`config.mk`:
```
export PLATFORM = sky130hd
export DESIGN_NAME = wb_gpio_bank
export DESIGN_NICKNAME = d
export VERILOG_FILES = /design/src/rtl/wb_gpio_bank.sv
export SDC_FILE = /design/constraint.sdc
export NUM_CORES = 1
export LEC_CHECK = 0
export ABC_CLOCK_PERIOD_IN_PS = 10400
export CORE_MARGIN = 3
export CORE_UTILIZATION = 40
export DETAILED_ROUTE_END_ITERATION = 7
export PLACE_DENSITY = 0.66
export SYNTH_ARGS = -nofsm -noshare
export SYNTH_HDL_FRONTEND = slang
export SYNTH_SLANG_ARGS = --single-unit
```
`constraint.sdc`:
```
create_clock -name wb_clk_i -period 10.4 [get_ports wb_clk_i]
set_clock_uncertainty 0.1 [all_clocks]
set_input_delay 2.08 -clock wb_clk_i [delete_from_list [all_inputs] [get_ports wb_clk_i]]
set_output_delay 2.08 -clock wb_clk_i [all_outputs]
set_load 0.02 [all_outputs]
```
`src/rtl/wb_gpio_bank.sv`:
```
// wb_gpio_bank: Wishbone-slave GPIO bank with atomic set/clear and edge-capture interrupts
module wb_gpio_bank #(
   parameter int          NUM_IO      = 16,
   parameter logic [31:0] BASE_ADDR   = 32'h3000_0000,
   parameter int          SYNC_STAGES = 2
) (
   input  logic              wb_clk_i,
   input  logic              wb_rst_i,
   input  logic              wbs_stb_i,
   input  logic              wbs_cyc_i,
   input  logic              wbs_we_i,
   input  logic [3:0]        wbs_sel_i,
   input  logic [31:0]       wbs_adr_i,
   input  logic [31:0]       wbs_dat_i,
   output logic              wbs_ack_o,
   output logic [31:0]       wbs_dat_o,
   input  logic [NUM_IO-1:0] io_in,
   output logic [NUM_IO-1:0] io_out,
   output logic [NUM_IO-1:0] io_oeb,
   output logic [2:0]        irq
);

   localparam logic [7:0] A_OUT   = 8'h00;
   localparam logic [7:0] A_OEB   = 8'h04;
   localparam logic [7:0] A_IN    = 8'h08;
   localparam logic [7:0] A_REN   = 8'h0C;
   localparam logic [7:0] A_FEN   = 8'h10;
   localparam logic [7:0] A_RPEND = 8'h14;
   localparam logic [7:0] A_FPEND = 8'h18;
   localparam logic [7:0] A_SET   = 8'h1C;
   localparam logic [7:0] A_CLR   = 8'h20;
   localparam logic [7:0] A_ID    = 8'h24;

   logic [NUM_IO-1:0] r_out, r_oeb, r_rise_en, r_fall_en, r_rise_pend, r_fall_pend, r_prev;
   logic [NUM_IO-1:0] r_sync [SYNC_STAGES];
   logic              r_ack;
   logic [31:0]       r_dat;
   logic [2:0]        r_irq;

   logic              w_req, w_wr;
   logic [7:0]        w_off;
   logic [31:0]       w_mask32, w_rdata;
   logic [NUM_IO-1:0] w_mask, w_wdat, w_in, w_rise, w_fall, w_rpend_clr, w_fpend_clr;
   logic              w_unused;

   assign w_req    = wbs_cyc_i & wbs_stb_i & (wbs_adr_i[31:8] == BASE_ADDR[31:8]) & ~r_ack;
   assign w_wr     = w_req & wbs_we_i;
   assign w_off    = wbs_adr_i[7:0];
   assign w_mask32 = {{8{wbs_sel_i[3]}}, {8{wbs_sel_i[2]}}, {8{wbs_sel_i[1]}}, {8{wbs_sel_i[0]}}};
   assign w_mask   = w_mask32[NUM_IO-1:0];
   assign w_wdat   = wbs_dat_i[NUM_IO-1:0] & w_mask;
   assign w_unused = ^{wbs_dat_i, w_mask32};

   assign w_in   = r_sync[SYNC_STAGES-1];
   assign w_rise = w_in & ~r_prev;
   assign w_fall = ~w_in & r_prev;

   assign w_rpend_clr = (w_wr && w_off == A_RPEND) ? w_wdat : '0;
   assign w_fpend_clr = (w_wr && w_off == A_FPEND) ? w_wdat : '0;

   assign wbs_ack_o = r_ack;
   assign wbs_dat_o = r_dat;
   assign io_out    = r_out;
   assign io_oeb    = r_oeb;
   assign irq       = r_irq;

   // read-data mux; unmapped offsets and write-only strobes read as zero
   always_comb begin
      w_rdata = '0;
      case (w_off)
         A_OUT:   w_rdata = 32'(r_out);
         A_OEB:   w_rdata = 32'(r_oeb);
         A_IN:    w_rdata = 32'(w_in);
         A_REN:   w_rdata = 32'(r_rise_en);
         A_FEN:   w_rdata = 32'(r_fall_en);
         A_RPEND: w_rdata = 32'(r_rise_pend);
         A_FPEND: w_rdata = 32'(r_fall_pend);
         A_ID:    w_rdata = {16'h6910, 16'(NUM_IO)};
         default: w_rdata = '0;
      endcase
   end

   // single-cycle ack one clock after a request; data only visible while acked
   always_ff @(posedge wb_clk_i or posedge wb_rst_i) begin
      if (wb_rst_i) begin
         r_ack <= 1'b0;
         r_dat <= '0;
      end else begin
         r_ack <= w_req;
         r_dat <= w_req ? w_rdata : '0;
      end
   end

   // input synchroniser chain plus one-cycle history for edge detection
   always_ff @(posedge wb_clk_i or posedge wb_rst_i) begin
      if (wb_rst_i) begin
         for (int k = 0; k < SYNC_STAGES; k++) r_sync[k] <= '0;
         r_prev <= '0;
      end else begin
         r_sync[0] <= io_in;
         for (int k = 1; k < SYNC_STAGES; k++) r_sync[k] <= r_sync[k-1];
         r_prev <= w_in;
      end
   end

   // OUT register: byte-masked plain write, atomic set and atomic clear
   always_ff @(posedge wb_clk_i or posedge wb_rst_i) begin
      if (wb_rst_i) r_out <= '0;
      else r_out <= (w_wr && w_off == A_OUT) ? (r_out & ~w_mask) | w_wdat :
                    (w_wr && w_off == A_SET) ? r_out | w_wdat :
                    (w_wr && w_off == A_CLR) ? r_out & ~w_wdat : r_out;
   end

   // output-enable and edge-enable registers, byte-masked writes
   always_ff @(posedge wb_clk_i or posedge wb_rst_i) begin
      if (wb_rst_i) begin
         r_oeb     <= '1;
         r_rise_en <= '0;
         r_fall_en <= '0;
      end else begin
         r_oeb     <= (w_wr && w_off == A_OEB) ? (r_oeb & ~w_mask) | w_wdat : r_oeb;
         r_rise_en <= (w_wr && w_off == A_REN) ? (r_rise_en & ~w_mask) | w_wdat : r_rise_en;
         r_fall_en <= (w_wr && w_off == A_FEN) ? (r_fall_en & ~w_mask) | w_wdat : r_fall_en;
      end
   end

   // pending bits: a fresh enabled edge overrides a simultaneous write-one-to-clear
   always_ff @(posedge wb_clk_i or posedge wb_rst_i) begin
      if (wb_rst_i) begin
         r_rise_pend <= '0;
         r_fall_pend <= '0;
      end else begin
         r_rise_pend <= (r_rise_pend & ~w_rpend_clr) | (w_rise & r_rise_en);
         r_fall_pend <= (r_fall_pend & ~w_fpend_clr) | (w_fall & r_fall_en);
      end
   end

   // interrupt lines follow the enabled pending bits one cycle later
   always_ff @(posedge wb_clk_i or posedge wb_rst_i) begin
      if (wb_rst_i) r_irq <= '0;
      else r_irq <= {1'b0, |(r_fall_pend & r_fall_en), |(r_rise_pend & r_rise_en)};
   end

endmodule
```
* Yosys cells after proc, flatten, opt, wreduce, memory -nomap -nowiden *
Cells that the tools add are included.

word-level totals
  register bits after elaboration = 179
  bits of input ports = 89
  output and inout port bits = 68
  word-level logic and storage cells = 73

operators by class
  eq/ne operators = 10
  muxes and demuxes = 7
  bitwise logic cells = 32
  reduce and logical (&&, ||, !) cells = 12

operators with widths
  cell                    number
  $pmux W31 S8            1
  $and A16 B16 Y16        14
  $or A16 B16 Y16         7
  $not A16 Y16            6
  $mux W16                5
  $eq A8 B5 Y1 const B    4
  $mux W32                1
  $reduce_or A16 Y1       2
  $eq A24 B22 Y1 const B  1
  $eq A8 B4 Y1 const B    2
  $eq A8 B6 Y1 const B    2
  $eq A8 B3 Y1 const B    1
  $logic_and A1 B1 Y1     8
  $logic_not A8 Y1        1
  $and A1 B1 Y1           4
  $reduce_bool A3 Y1      1
  $not A1 Y1              1

* Depth between registers and ports, before layout *
Gate-level depths: netlist of the first run.

  depth in word-level cells = 9
  gate-level depth with buffers = 7
  mapped depth without buffers = 5

* Worst setup path before layout of the first run *
No wires, ideal clock.

  path kind = input to register
  start = in wbs_adr_i[1]
  end = reg with a tool-made name
  library setup time = 125 ps
  arrival = 3698 ps
  required time = 10175 ps
  path slack = 6477 ps
  cell stages on the path = 7
  buffers on the path = 2
  cells stage by stage = or4_4 buf_6 or2_4 nor3_4 buf_6 nand2_8 mux2_4

RTL lines
  what                line  text
  start: declaration  13    input logic [31:0] wbs_adr_i,

==> metrics.yaml, run 1 <==
outcome: "complete, no violations"
synth_top_cell_area_share_pct: 51.52
regArea_sq_mm: 0.004124
drt_iter0_drc: 731
end_kind: "flip-flop"
initial_core_util_pct: 41.27
synth_edf_count: 0
die_area_sq_mm: 0.01962
htree_levels: 4
dpl.hpwl_mm: 13.92
worstPathMaxFanout: 12
nets: 780
cts_tree: "done"
rsz0062_at_grt: "false"
multi_input_area_sq_mm: 0.002825
power_density_mw_per_mm2: 149.6
fin_crit_sh_pct: 47.70
post_drt_wl_per_cell_um: 22.20
worst_pin_slew_ns: 1.107
clk_path_buf_depth: 2
synth_top_family_by_area: "compound AO/OA/AOI/OAI gates"
cpPeakStageDelay_ns: 0.79
synth_area_sq_mm: 0.007188
cts.clk_slew.worst_paths_ns: 0.06
num_vias: 5481
area_delta_synth_final_pct: 27.97
hold_viol: 0
synth_flop_cell: "dfrtp_1"
pwr-share-comb_pct: 6.3
finalCriticalPeriod_ns: 4.961
synthXorXnorAreaFrac_pct: 0
p_leak_nw: 3.938
drc_errors: 0
synthDistinctLibCells: 49
port_buffers: 126
die_h_um: 140.1
p_sw_share_pct: 22.48
cts_resized: 0
holdBufCountCts: 0
drv_cap: 0
yosys-top-cells-area: "dfrtp_1 (52%), mux2_2 (8.3%), dfstp_2 (5.8%)"
start_kind: "input pin"
critical_path.slowest_cell: "nor2b_1"
core.rowCount: 48
synth_fa_ha_area_share_pct: 0
die_x_um: 140.1
ant_nets: 0
clkLatencyLatePin_ns: 0.43
r2r_cells: 5
fp.coreArea_sq_mm: 0.01742
finalMaxSlewViolations: 0
final.fill_count: 1461
synth_mux_area_share_pct: 11.05
async_reset_ff_share_pct: 100.0
drive_above_1_share_pct: 19.03
grt_start_max_net_pins: 94
finalSetupViolCount: 0
use_met3_pct: 6.180
firstDrtPassIters: 6
power_frac_clock_pct: 45.6
cp.required_ns: 10.66
p_seq_share_pct: 48.1
internal-power_mw: 1.067
cts_setup_buffers: 0
hold_class: "flip-flop to flip-flop"
whs_path_depth: 0
finalWorstSetupSlack_ns: 5.439
place.gp.congestion: 0.9225
antenna_found_initial: 0
syn_avg_cell_area_sq_um: 12.70
grt-ovfl-total: 0
worstPathCellList: "clkdlybuf4s50_1 -> nor4_1 -> nand4_1 -> nor3_2 -> nor2b_1 -> a21o_1"
critPathKind: "input pin to flip-flop"
track_usage_pct: 21.43
grt_first_pass_wirelength_mm: 32.51
wl_mm: 20.62
first_global_vias: 5765
dp_slack_ns: 4.973
io_pins: 157
relSlewSlack_pct: 25.97
ys_warn_count: 0
synthCells: 566
grt_util_met2_pct: 34.26
synth_most_common_cell: "dfrtp_1"
synth_largest_area_cell: "dfrtp_1"
diodes: 0
yosys-top-cells-count: "dfrtp_1 (148), nand2_1 (64), mux2_2 (53)"
p_switching_mw: 0.3093
ys_ff_latch: 164
met1_usage_pct: 28.01
cts_root_buffer: "clkbuf_16"
worstPathArrival_ns: 5.22
synth_compound_area_share_pct: 15.70
fmax_mhz: 201.6
peakVddDrop_mv: 0.1202
grt_busiest_layer: "met2"
seq_area_frac_synth_pct: 57.37
fin_setup_tns_ns: 0
vias_per_cell: 5.900
numCtsBuffers: 17
yosys.area_share.simple_pct: 11.77
clock_sinks: 164
## layout make-up
| type | instances | share of cell area (%) |
|---|---|---|
| clock inverter | 10 | 1.333 |
| tap | 225 | 3.060 |
| timing repair buffer | 132 | 14.20 |
| clock buffer | 22 | 5.155 |
| multi-input combinational | 360 | 30.71 |
| sequential | 164 | 44.83 |
| inverter | 16 | 0.7073 |
## routing by layer
layer,wire (um),up-vias
met4,612,0
met3,1860,54
met5,0,-
li1,-,2350
met1,8376,2759
met2,9772,318
## power by group through the flow
stage | combinational [mW] | clock, mW | sequential (mW)
floorplan | 0.0380 | 0 | 0.673
global placement | 0.0855 | 0 | 0.672
detailed placement | 0.0878 | 0 | 0.673
CTS | 0.0881 | 0.640 | 0.662
global route | 0.0951 | 0.666 | 0.663
finish | 0.0870 | 0.627 | 0.662
## worst max-delay path, delay by kind of cell
kind                   cells  cell delay, ns
and+or+nand+nor            4            2.49
buffers and inverters      1            0.42
AOI/OAI and AO/OA          1            0.23
## worst paths after layout
kind	slack (ns)	from	end
setup / recovery	5.44	wbs_adr_i[31]	flip-flop
max in group asynchronous	6.65	wb_rst_i	r_fall_pend[0]
hold / removal	0.25	r_sync[22]	w_in[6]
hold reg to reg	0.25	r_sync[22]	w_in[6]
min in group asynchronous	2.08	wb_rst_i	r_sync[25]
setup reg to reg	7.23	wbs_ack_o	flip-flop
## cells by family after synthesis
| group | count (synthesis) |
|---|---|
| DFF | 164 |
| and+or+nand+nor | 141 |
| buffers and inverters | 53 |
| muxes | 65 |
| other | 1 |
| AOI/OAI and AO/OA | 142 |
## layout by cell type, fill, tap and decap left out, types with 14 or more instances in the layout
| cell type | instances |
|---|---|
| nor2_1 | 14 |
| dfrtp_1 | 148 |
| clkdlybuf4s50_1 | 126 |
| clkbuf_16 | 17 |
| nand2_1 | 64 |
| nand2b_1 | 20 |
| dfstp_2 | 16 |
| mux2_2 | 53 |
| a32o_1 | 15 |
| o2bb2ai_1 | 33 |
| inv_1 | 15 |
| a21oi_1 | 21 |
| a22oi_1 | 18 |
| a21o_1 | 16 |
## metrics by stage
step	instances	hold WS [ns]	instance area [sq um]	util [%]	total power, mW
finish	929	0.2485	9199	52.82	1.376
global route	929	0.2552	9199	52.82	1.424
CTS	929	0.2508	9199	52.82	1.390
detailed placement	897	0.2358	8602	49.39	0.7608
global placement	897	0.2327	8602	49.39	0.7575
floorplan	577	0.2312	7229	-	0.7114
No activity file was read; power rests on OpenSTA's default activity.
==> run 2, diff against run 1 <==
Settings changed: ABC_CLOCK_PERIOD_IN_PS 10400 to 4810.
Clock period 10.4 ns to 4.81 ns, I/O delays scaled along.
==> run 2 against run 1 <==
First-iteration DRC count fell by 6.8%. Non-clock buffer count is 14 higher. Hold slack is essentially flat. Combinational power grew 120%. Count of clock-buffer cells in the layout is 5 lower. Die area is the same. Routed wire length increased by 0.52%. Clock power rose by 140%. Critical path depth is the same. Critical path type unchanged. Highest routed layer unchanged.
==> metrics.yaml, run 2 (synthesis gave the netlist of run 1 again) <==
outcome: "complete, no violations"
fp.coreArea_sq_mm: 0.01742
clock_sinks: 164
initial_core_util_pct: 41.27
power_density_mw_per_mm2: 331.6
critPathKind: "input pin to flip-flop"
worstPathArrival_ns: 3.71
peakVddDrop_mv: 0.2745
grt_first_pass_wirelength_mm: 32.85
place.gp.congestion: 0.9108
die_x_um: 140.1
wl_mm: 20.73
cts_setup_buffers: 0
finalMaxSlewViolations: 0
drc_errors: 0
antenna_found_initial: 0
finalCriticalPeriod_ns: 3.445
cts_root_buffer: "clkbuf_16"
numCtsBuffers: 17
dp_cells: 911
cts_tree: "done"
drive_above_1_share_pct: 20.89
port_buffers: 126
relSlewSlack_pct: 35.37
rsz0062_at_grt: "false"
drv_cap: 0
fmax_mhz: 290.3
first_global_vias: 5745
hold_class: "flip-flop to flip-flop"
finalSetupViolCount: 0
htree_levels: 4
hold_viol: 0
core.rowCount: 48
end_kind: "flip-flop"
p_leak_nw: 4.025
num_vias: 5409
track_usage_pct: 21.72
start_kind: "input pin"
dpl.hpwl_mm: 14.42
drt_iter0_drc: 681
io_pins: 157
fin_setup_tns_ns: 0
grt-ovfl-total: 0
final_cell_mix: "dfrtp_1 (148), clkdlybuf4s50_1 (126), nand2_1 (64), mux2_2 (53), o2bb2ai_1 (33)"
layoutNonFillerInstCount: 943
cts_resized: 0
nets: 794
final_area_sq_mm: 0.009354
vias_per_cell: 5.736
worst_pin_slew_ns: 0.9642
diodes: 0
cp.required_ns: 5.07
clk_path_buf_depth: 2
clkLatencyLatePin_ns: 0.43
post_drt_wl_per_cell_um: 21.98
firstDrtPassIters: 6
grt_start_max_net_pins: 80
final_common_cell: "dfrtp_1"
die_area_sq_mm: 0.01962
fin_crit_sh_pct: 71.62
die_h_um: 140.1
holdBufCountCts: 0
ant_nets: 0
placed_area_sq_mm: 0.008712
worstPathMaxFanout: 10
area_delta_synth_final_pct: 30.13
cts.clk_slew.worst_paths_ns: 0.07
-- run 2: cell types whose count changed in the layout (fill, tap and decap cells not counted), sizes merged --
cell and delta:
clkbuf -5, clkinvlp -1, buf +14, inv +6, clkinv -2, bufinv +2
-- run 2: cell type report --
cell class	instances	area, sq um
fill	1445	8063
sequential	164	4124
multi-input combinational	360	2819
timing repair buffer	146	1424
clock buffer	17	425.4
tap	225	281.5
clock inverter	15	216.5
inverter	16	63.81
-- run 2: routing by layer --
| layer | track usage, % | part of all wire [%] | up-vias | wire, um |
|---|---|---|---|---|
| met1 | 29.18 | 43 | 2723 | 8916 |
| li1 | - | - | 2373 | - |
| met3 | 4.712 | 6.9 | 53 | 1434 |
| met2 | 34.14 | 47 | 260 | 9706 |
| met4 | 9.485 | 3.2 | 0 | 672 |
| met5 | 0 | 0 | - | 0 |
-- run 2: through the flow --
stage / utilization, % / setup WS [ns] / hold slack [ns] / power (mW)
6_report: 53.71 / 1.365 / 0.2489 / 3.102
5_1_grt: 53.71 / 1.154 / 0.2577 / 3.205
4_1_cts: 53.71 / 1.397 / 0.2500 / 3.126
3_5_place_dp: 50.02 / 0.9565 / 0.2347 / 1.649
3_3_place_gp: 50.02 / 0.9764 / 0.2337 / 1.642
2_1_floorplan: - / 1.676 / 0.2312 / 1.539
-- run 2: final timing paths --
check,startpoint,to,slack [ns],cells past startpoint
max,wbs_adr_i[1],flip-flop,1.37,6
min,r_sync[16],w_in[0],0.25,0
max reg2reg,wbs_ack_o,flip-flop,2.35,6
min reg2reg,r_sync[16],w_in[0],0.25,0
max in group asynchronous,wb_rst_i,asynchronous set/reset pin,2.70,3
min in group asynchronous,wb_rst_i,w_in[5],0.96,2
-- run 2: power by group --
part           total [mW]  internal (mW)  switching (mW)  leakage (nW)
Combinational       0.192         0.0916           0.100          1.68
Clock                1.48          0.886           0.593         0.314
Sequential           1.43           1.41          0.0230          2.03
Total                3.10           2.39           0.717          4.03
-- run 2: critical path: stages --
cell             delay, ns
clkdlybuf4s50_1       0.44
nor4_2                0.50
nand2_1               0.47
nor2_2                0.43
nand2_1               0.46
mux2_2                0.43
